[src/rtl/game_pkg.sv]
// Shared definitions for the game blocks: character codes, name length
// and the name-entry FSM state encoding.
package game_pkg;

    localparam int CODE_W     = 6;
    localparam int NAME_LEN   = 5;
    localparam int CODE_A     = 0;
    localparam int CODE_BLANK = 26;

    typedef enum logic [1:0] {
        NE_IDLE,
        NE_EDIT,
        NE_DONE,
        NE_WAIT_RELEASE
    } ne_state_e;

    // Step a character code up or down, wrapping within 0..max_code.
    function automatic logic [CODE_W-1:0] code_step(
        input logic [CODE_W-1:0] code,
        input logic              up,
        input logic [CODE_W-1:0] max_code
    );
        if (up) begin
            return (code >= max_code) ? '0 : code + 1'b1;
        end
        return (code == '0) ? max_code : code - 1'b1;
    endfunction

endpackage

[src/rtl/edge_pulse.sv]
// Registered rising-edge detector for one conditioned button.
// The pulse is high for one cycle after the input first samples high.
module edge_pulse (
    input  logic clk,
    input  logic resetn,
    input  logic d,
    output logic pulse
);

    logic prev;

    // Track the previous level and flag a low-to-high transition.
    always_ff @(posedge clk or negedge resetn) begin
        if (!resetn) begin
            prev  <= 1'b0;
            pulse <= 1'b0;
        end else begin
            prev  <= d;
            pulse <= d & ~prev;
        end
    end

endmodule

[src/rtl/name_entry.sv]
// High-score name entry: five character codes edited with up/down/next.
// Define NAME_ENTRY_TIMEOUT_EN to auto-commit after TIMEOUT_CYCLES idle.
module name_entry
    import game_pkg::*;
#(
    parameter int NUM_CODES      = 27,
    parameter int INIT_CODE      = CODE_A,
    parameter int TIMEOUT_CYCLES = 50000000
) (
    input  logic              clk,
    input  logic              resetn,
    input  logic              start,
    input  logic              btn_up,
    input  logic              btn_down,
    input  logic              btn_next,
    output logic [CODE_W-1:0] letter1,
    output logic [CODE_W-1:0] letter2,
    output logic [CODE_W-1:0] letter3,
    output logic [CODE_W-1:0] letter4,
    output logic [CODE_W-1:0] letter5,
    output logic              doneSave,
    output logic [2:0]        cursor,
    output logic              busy
);

    if (NUM_CODES < 2 || NUM_CODES > 64) begin : g_bad_codes
        $error("name_entry: NUM_CODES must be 2..64");
    end
    if (TIMEOUT_CYCLES < 1) begin : g_bad_timeout
        $error("name_entry: TIMEOUT_CYCLES must be >= 1");
    end

    localparam logic [CODE_W-1:0] MAX_CODE = CODE_W'(NUM_CODES - 1);
    localparam logic [CODE_W-1:0] INIT_VAL = CODE_W'(INIT_CODE);
    localparam logic [2:0]        LAST_POS = 3'(NAME_LEN - 1);

    ne_state_e                           state;
    logic [NAME_LEN-1:0][CODE_W-1:0]     letters;
    logic                                up_ev;
    logic                                down_ev;
    logic                                next_ev;

`ifdef NAME_ENTRY_TIMEOUT_EN
    localparam int           TW      = $clog2(TIMEOUT_CYCLES + 1);
    localparam logic [TW-1:0] TO_LOAD = TW'(TIMEOUT_CYCLES);
    logic [TW-1:0]           to_cnt;
`endif

    edge_pulse u_up (
        .clk    (clk),
        .resetn (resetn),
        .d      (btn_up),
        .pulse  (up_ev)
    );

    edge_pulse u_down (
        .clk    (clk),
        .resetn (resetn),
        .d      (btn_down),
        .pulse  (down_ev)
    );

    edge_pulse u_next (
        .clk    (clk),
        .resetn (resetn),
        .d      (btn_next),
        .pulse  (next_ev)
    );

    assign letter1 = letters[0];
    assign letter2 = letters[1];
    assign letter3 = letters[2];
    assign letter4 = letters[3];
    assign letter5 = letters[4];

    // Session FSM; letters, cursor, doneSave and busy are all registered here.
    always_ff @(posedge clk or negedge resetn) begin
        if (!resetn) begin
            state    <= NE_IDLE;
            letters  <= {NAME_LEN{INIT_VAL}};
            cursor   <= '0;
            doneSave <= 1'b0;
            busy     <= 1'b0;
`ifdef NAME_ENTRY_TIMEOUT_EN
            to_cnt   <= '0;
`endif
        end else begin
            unique case (state)
                NE_IDLE: begin
                    doneSave <= 1'b0;
                    busy     <= 1'b0;
                    if (start) begin
                        state   <= NE_EDIT;
                        letters <= {NAME_LEN{INIT_VAL}};
                        cursor  <= '0;
                        busy    <= 1'b1;
`ifdef NAME_ENTRY_TIMEOUT_EN
                        to_cnt  <= TO_LOAD;
`endif
                    end
                end
                NE_EDIT: begin
                    if (!start) begin
                        state  <= NE_IDLE;
                        cursor <= '0;
                        busy   <= 1'b0;
                    end else begin
                        // Opposing edges in one cycle cancel out.
                        if (up_ev ^ down_ev) begin
                            letters[cursor] <=
                                code_step(letters[cursor], up_ev, MAX_CODE);
                        end
                        if (next_ev) begin
                            if (cursor == LAST_POS) begin
                                state <= NE_DONE;
                            end else begin
                                cursor <= cursor + 3'd1;
                            end
                        end
`ifdef NAME_ENTRY_TIMEOUT_EN
                        // Any activity restarts the idle window.
                        if (up_ev || down_ev || next_ev) begin
                            to_cnt <= TO_LOAD;
                        end else if (to_cnt == '0 || to_cnt == TW'(1)) begin
                            to_cnt <= '0;
                            state  <= NE_DONE;
                        end else begin
                            to_cnt <= to_cnt - 1'b1;
                        end
`endif
                    end
                end
                NE_DONE: begin
                    doneSave <= 1'b1;
                    state    <= NE_WAIT_RELEASE;
                end
                NE_WAIT_RELEASE: begin
                    doneSave <= 1'b0;
                    busy     <= 1'b0;
                    if (!start) begin
                        state <= NE_IDLE;
                    end
                end
                default: state <= NE_IDLE;
            endcase
        end
    end

endmodule
[config.mk]
export PLATFORM = sky130hd
export DESIGN_NAME = name_entry
export DESIGN_NICKNAME = d
export VERILOG_FILES = /design/src/rtl/game_pkg.sv /design/src/rtl/edge_pulse.sv /design/src/rtl/name_entry.sv
export SDC_FILE = /design/constraint.sdc
export NUM_CORES = 1
export LEC_CHECK = 0
export CAP_MARGIN = 10
export CORE_MARGIN = 1.5
export CORE_UTILIZATION = 36
export DETAILED_ROUTE_END_ITERATION = 8
export PLACE_DENSITY = 0.59
export SETUP_SLACK_MARGIN = 0.1
export SYNTH_ARGS = -nofsm -noshare
export SYNTH_HDL_FRONTEND = slang
export SYNTH_HIERARCHICAL = 1
export SYNTH_SLANG_ARGS = --single-unit
[constraint.sdc]
create_clock -name clk -period 2.8 [get_ports clk]
set_input_delay 0.56 -clock clk [delete_from_list [all_inputs] [get_ports clk]]
set_output_delay 0.56 -clock clk [all_outputs]
set_load 0.02 [all_outputs]
# == Yosys cells after proc, flatten, opt, wreduce, memory -nomap -nowiden ==
# Index checks and enable logic that the tools add are counted.
# classes
n_eq_ne,12
add_sub_neg,3
bitwise,7
n_reduce_logical,11
n_lt_le_gt_ge,3
muxes,35
# op_table
operator,count
two-way mux 30 bit,3
one-hot mux 30 bit (2 select lines),1
two-way mux 6 bit,9
bitwise mux 30 bit,1
binary-select mux 6 bit (select 3 bit),1
demux 6 bit (select 3 bit),1
two-way mux 3 bit,4
AND reduction 4 bit,3
two-way mux 2 bit,5
!= test 2 bit (second input constant),5
one-hot mux 2 bit (4 select lines),1
adder 6 x 1 -> 6 bit (second input constant),1
greater-or-equal comparator 6 x 5 -> 1 bit (second input constant),1
logical NOT 6 bit,1
two-way mux 1 bit,6
!= test 3 bit (second input constant),2
one-hot mux 3 bit (2 select lines),1
subtractor 6 x 1 -> 6 bit (second input constant),1
equality test 2 bit (second input constant),2
less-than comparator 3 x 4 -> 1 bit (second input constant),1
nonzero test 2 bit,2
adder 3 x 1 -> 3 bit (second input constant),1
AND 1 bit,3
equality test 3 bit (second input constant),1
other kinds (12),14
# word_totals
ff_bits,43
output_inout_bits,35
wordCells,86
input_bits,6

# == Logic depth before layout (Yosys ltp) ==
# logic_depth
ltp_word,13
depth_mapped,11
depth_no_buf,10

# == Modules after synthesis ==
# Netlist, hierarchy kept.
# modules_own_cells
mod,cells_per_inst,area_each_um2,instances,seq_area_each_um2
name_entry,230,2309.7,1,925.9
edge_pulse,3,63.8,3,50.0

# == Least setup slack after synthesis ==
# OpenSTA, ideal clock, no wires.
# synth_path
path_type,reg-to-reg
startpoint,reg cursor[2]
endpoint,"reg letters, in the netlist letter5[0]"
slack_ps,232
period_less_slack_ps,2568
arrival_ps,2446
setup_ps,122
path_stages_with_launch,10
n_path_buf,1
required_time_ps,2678
cell_sequence,dfrtp_1 buf_4 mux2_2 a31oi_4 ha_1 inv_1 a311o_2 a21boi_4 a41oi_4 a32o_1
# synth_between
elab_chain_len,13
word_cells_on_any_way,22
classes_between,add/sub (2); order compare (3); mux (15); reduce/logical (2)
# synth_rtl
item,line_no,rtl
"start, declared",name_entry.sv:22,"output logic [2:0] cursor,"
"start signal, assigned",name_entry.sv:117,cursor <= cursor + 3'd1;
binary-select mux 6 bit (select 3 bit),name_entry.sv:111,"code_step(letters[cursor], up_ev, MAX_CODE);"
two-way mux 6 bit (not written as such),name_entry.sv:111,
adder 6 x 1 -> 6 bit / greater-or-equal comparator 6 x 5 -> 1 bit (equally long branches),game_pkg.sv:24,return (code >= max_code) ? '0 : code + 1'b1;
two-way mux 6 bit,game_pkg.sv:24,
two-way mux 6 bit,game_pkg.sv:23,if (up) begin
two-way mux 6 bit,game_pkg.sv:26,return (code == '0) ? max_code : code - 1'b1;
two-way mux 6 bit,name_entry.sv:109,if (up_ev ^ down_ev) begin
two-way mux 6 bit,name_entry.sv:103,if (!start) begin
two-way mux 6 bit,name_entry.sv:88,unique case (state)
bitwise mux 30 bit (*),name_entry.sv:110,letters[cursor] <=
two-way mux 30 bit (*),name_entry.sv:109,
two-way mux 30 bit (*),name_entry.sv:103,
one-hot mux 30 bit (2 select lines) (*),name_entry.sv:88,
"end signal, assigned",name_entry.sv:80,letters <= {NAME_LEN{INIT_VAL}};
"end signal, assigned",name_entry.sv:94,letters <= {NAME_LEN{INIT_VAL}};
"end signal, assigned by index",name_entry.sv:110,
"end, declared",name_entry.sv:38,logic [NAME_LEN-1:0][CODE_W-1:0] letters;
# Every way passes the cells marked *; elsewhere a longest branch is shown, timed or not. The select of a mux whose other input is x is not followed.
# A chain may end at the register's enable or synchronous reset.

# == Worst setup path after layout ==
# layout_path
startpoint,reg cursor[2]
endpoint,"reg letters, in the netlist letter4[5]"
# Same word-level chain as after synthesis.

==> impl_results.md <==
- Largest net degree at the start of global routing: 44
- Setup crit end kind: flop
- Core region area: approximately 6800 um^2
- Die Area: between 7000 and 8000 um^2
- Crit path time final: between 2 and 3 ns
- Final Max Slew Viols: 0
- Crit path DAT: about 2.8 ns
- Sequential share of power: between 20% and 30%
- Switching Share: 45.0%
- F_max: approximately 390 MHz
- All-Layer GR Usage: between 15 and 20%
- Crit Path Class: flop to flop
- Final Net Count: 300
- Port bufs: 40
- Largest family of logic cells by synthesized area: compound AO/OA/AOI/OAI gates
- Remaining DRCs: 0
- Top-Level Pins: 41
- Cell count after synthesis: around 240
- RSZ-0062 raised after global routing: false
- Pre-antenna DRT Iters: 4
- ANT cells: 0
- Die width: about 86 um
- First-pass GRT wire length: 10.3 mm
- Clock power frac: roughly 16%
- Hold WS: ~0.41 ns
- Clock Pin Slew Worst Setup and Hold Paths: around 0.09 ns
- Synth Area in Adders: about 5.5%
- CTS Root Cell: clkbuf_8
- Clk buf depth: 2
- Leak Pwr: ~1.3 nW
- Outcome: finished clean
- Worst Setup Start Kind: flop
- Post-CTS Repair Setup Buffers: 0
- Flop and latch count out of synthesis: 43
- Row count: 30
- Grt ovf: 0
- Final Setup Violations: 0
- Num CTS Buffers: 5
- Power density over the cells: about 1000 nW/um^2
- Cts hold-fix bufs: 0
- Post-synthesis mux area share: between 5 and 6%
- Post-synthesis sequential area ratio: between 40% and 50%
- Syn_nets: ~260
- Placed inst area: 3010 um^2
- Largest stage delay, worst path: around 0.47 ns
- Syn-to-layout area delta: 25.1%
- ANT nets after route: 0
- Clock H-tree levels: 2
- Final Hold Viols: 0
- Post-synthesis compound-gate area fraction: 24.3%
- Initial antenna violation count: 0
- DR vias/cell: about 5.4
- Slowest cell on crit path: dfrtp_1
- Non-Filler Cell Area, Final: ~3100 um^2
- Initial Util: between 30 and 40%
- Peak supply drop: 0.000381 V
- Slew margin rel.: between 30% and 40%
- P_sw: around 1.4 mW
- Internal: ~1.7 mW
- Worst hold path class: input pin to async pin
- Worst slew pin tran: 0.951 ns
- Setup TNS Final: 0 ns
- Period Utilization, post-route: approximately 91%
- Clk_skew: 0.00928 ns
- Synth warn: 6
- WL/cell: between 15 and 20 um
- Die height: 86.4 um
- Worst-path maximum fanout: 10
- Via count: approximately 2000
- GPL Wtd Cong: 0.848
- Fill cells: 646
- Share of cells above drive strength 1: about 15%
- CTS sink cnt: 43
- Syn Area/Cell: 10.5 um^2
- Crit-path cells: buf_4 -> nand2b_1 -> o22ai_2 -> a41oi_4 -> nand3_1 -> nor2_1 -> mux2i_1 -> a22o_1
- XOR/XNOR Fraction of Synth Area: less than 1%
- Worst skew pair latency: about 0.30 ns
- Final wirelength: roughly 6 mm
- Initial DRC count: around 140
- CTS tree: yes
- Dpl hpwl: between 4 and 5 mm
- Number of global-route vias before repair: roughly 2000
- Post-Synth Simple-Gate Area: approximately 17%
- Yosys cell types: 48
- MaxCap Viol Count: 0
- Post-Syn Area: roughly 2500 um^2
- Required @ worst endpoint: 3.03 ns
- Logic pwr share: 56.1%
[stage by stage]
stage / setup slack, ns / utilization (%) / instances / total power, mW
5_1_grt: 0.114 / 46.3 / 364 / 3.34
6_report: 0.258 / 46.3 / 364 / 3.11
3_5_place_dp: 0.137 / 44.5 / 356 / 2.62
3_3_place_gp: 0.176 / 44.5 / 356 / 2.62
4_1_cts: 0.160 / 46.3 / 364 / 3.15
2_1_floorplan: 0.232 / - / 239 / 2.07
[critical path: cells and delay by family, from the launching register on]
family / cells / cell delay [ns]
AOI/OAI and AO/OA: 3 / 0.76
buffers and inverters: 1 / 0.21
DFF: 1 / 0.47
muxes: 1 / 0.42
and+or+nand+nor: 3 / 0.63
[cells in the final DEF, fill, tap and decap left out, types with 2 or more instances in the layout]
cell type / count
nor2b_4: 3
mux2_2: 3
o21ai_0: 21
ha_1: 11
a22o_1: 10
nand2_1: 28
nand4b_1: 2
nand2b_1: 4
nor3_1: 3
o21ai_2: 5
clkdlybuf4s50_1: 39
nand4_1: 4
dfrtp_1: 41
inv_1: 7
a32o_1: 10
buf_4: 7
nand3b_1: 3
clkbuf_8: 6
nor2_1: 15
dfrtp_2: 2
nand3_1: 6
a21oi_1: 8
a41oi_4: 2
mux2i_1: 10
nor4_1: 5
and3_1: 2
[timing repair]
action / CTS / global route
pin swaps: 0 / 1
setup endpoints to repair: 2 / 21
gates resized for setup: 1 / 2
[registers in the layout (all words and copies together) (netlist names), 3 cells and up, named ones only]
| name | count |
|---|---|
| cursor | 3 |
| letter1 | 6 |
| letter4 | 6 |
| letter5 | 6 |
| letter2 | 6 |
| letter3 | 6 |
[synthesized netlist by cell type, drive strengths merged]
master,n,area [um^2]
a21oi,8,40.0
nand2,28,105
and3,2,12.5
nand4b,2,17.5
nand3b,3,22.5
nor2b,3,41.3
or3,1,6.26
o221ai,1,8.76
nor2,16,60.1
or4,1,7.51
xor2,1,8.76
clkbuf,5,18.8
a41oi,2,55.1
a221oi,1,26.3
nand3,6,30.0
or2,1,6.26
o31ai,1,7.51
xnor2,1,8.76
o21ai,27,154
nand2b,4,25.0
a31oi,1,21.3
buf,6,43.8
a22o,10,87.6
dfrtp,43,1080
a32o,10,100
o22ai,2,18.8
mux2,4,48.8
nand4,4,25.0
ha,11,138
inv,8,30.0
nor3,4,31.3
o21a,1,7.51
a21o,1,7.51
mux2i,10,100
a211oi,1,12.5
nor4,5,31.3
a21boi,2,26.3
a311o,1,11.3
o32a,1,22.5
[worst paths after layout]
| kind | start | endpoint | slack [ns] | cells past startpoint |
|---|---|---|---|---|
| setup / recovery | cursor[2] | letter4[5] | 0.26 | 8 |
| min in group clk | u_up/prev | u_up/pulse | 0.45 | 1 |
| setup reg to reg | cursor[2] | letter4[5] | 0.26 | 8 |
| hold / removal | resetn | letter2[3] | 0.41 | 1 |
| hold reg to reg | u_up/prev | u_up/pulse | 0.45 | 1 |
| max in group asynchronous | resetn | cursor[1] | 1.74 | 1 |
[power groups by stage]
stage          combinational, mW  clock, mW  sequential [mW]
3_3_place_gp                1.74          0            0.878
6_report                    1.75      0.510            0.858
5_1_grt                     1.91      0.546            0.880
4_1_cts                     1.77      0.517            0.858
3_5_place_dp                1.75          0            0.870
2_1_floorplan               1.14          0            0.937
[cells by family (layout without fill, tap and decap cells)]
kind of cell / after synthesis / after routing
compound gates: 70 / 70
xor+xnor: 2 / 2
fa+ha+maj: 11 / 11
buf+inv: 19 / 64
flops: 43 / 43
mux: 14 / 14
simple gates: 80 / 80
[routing by layer]
| layer | GRT usage, % | vias to the layer above | part of all wire (%) |
|---|---|---|---|
| met1 | 26.0 | 945 | 50 |
| met4 | 5.72 | 0 | 1.6 |
| met3 | 2.67 | 9 | 4.0 |
| met2 | 26.7 | 55 | 44 |
| met5 | 0 | - | 0 |
| li1 | - | 971 | - |
[cell type report]
class	instances	area [um^2]	area share [%]
clock buffers	6	82.6	2.64
flip-flops and latches	43	1080	34.5
clock inverters	2	35.0	1.12
multi-input cells	177	1340	42.7
repair buffers	48	468	15.0
inverters	8	30.0	0.960
well taps	80	100	3.20
Power figures use the tool's default switching activity.
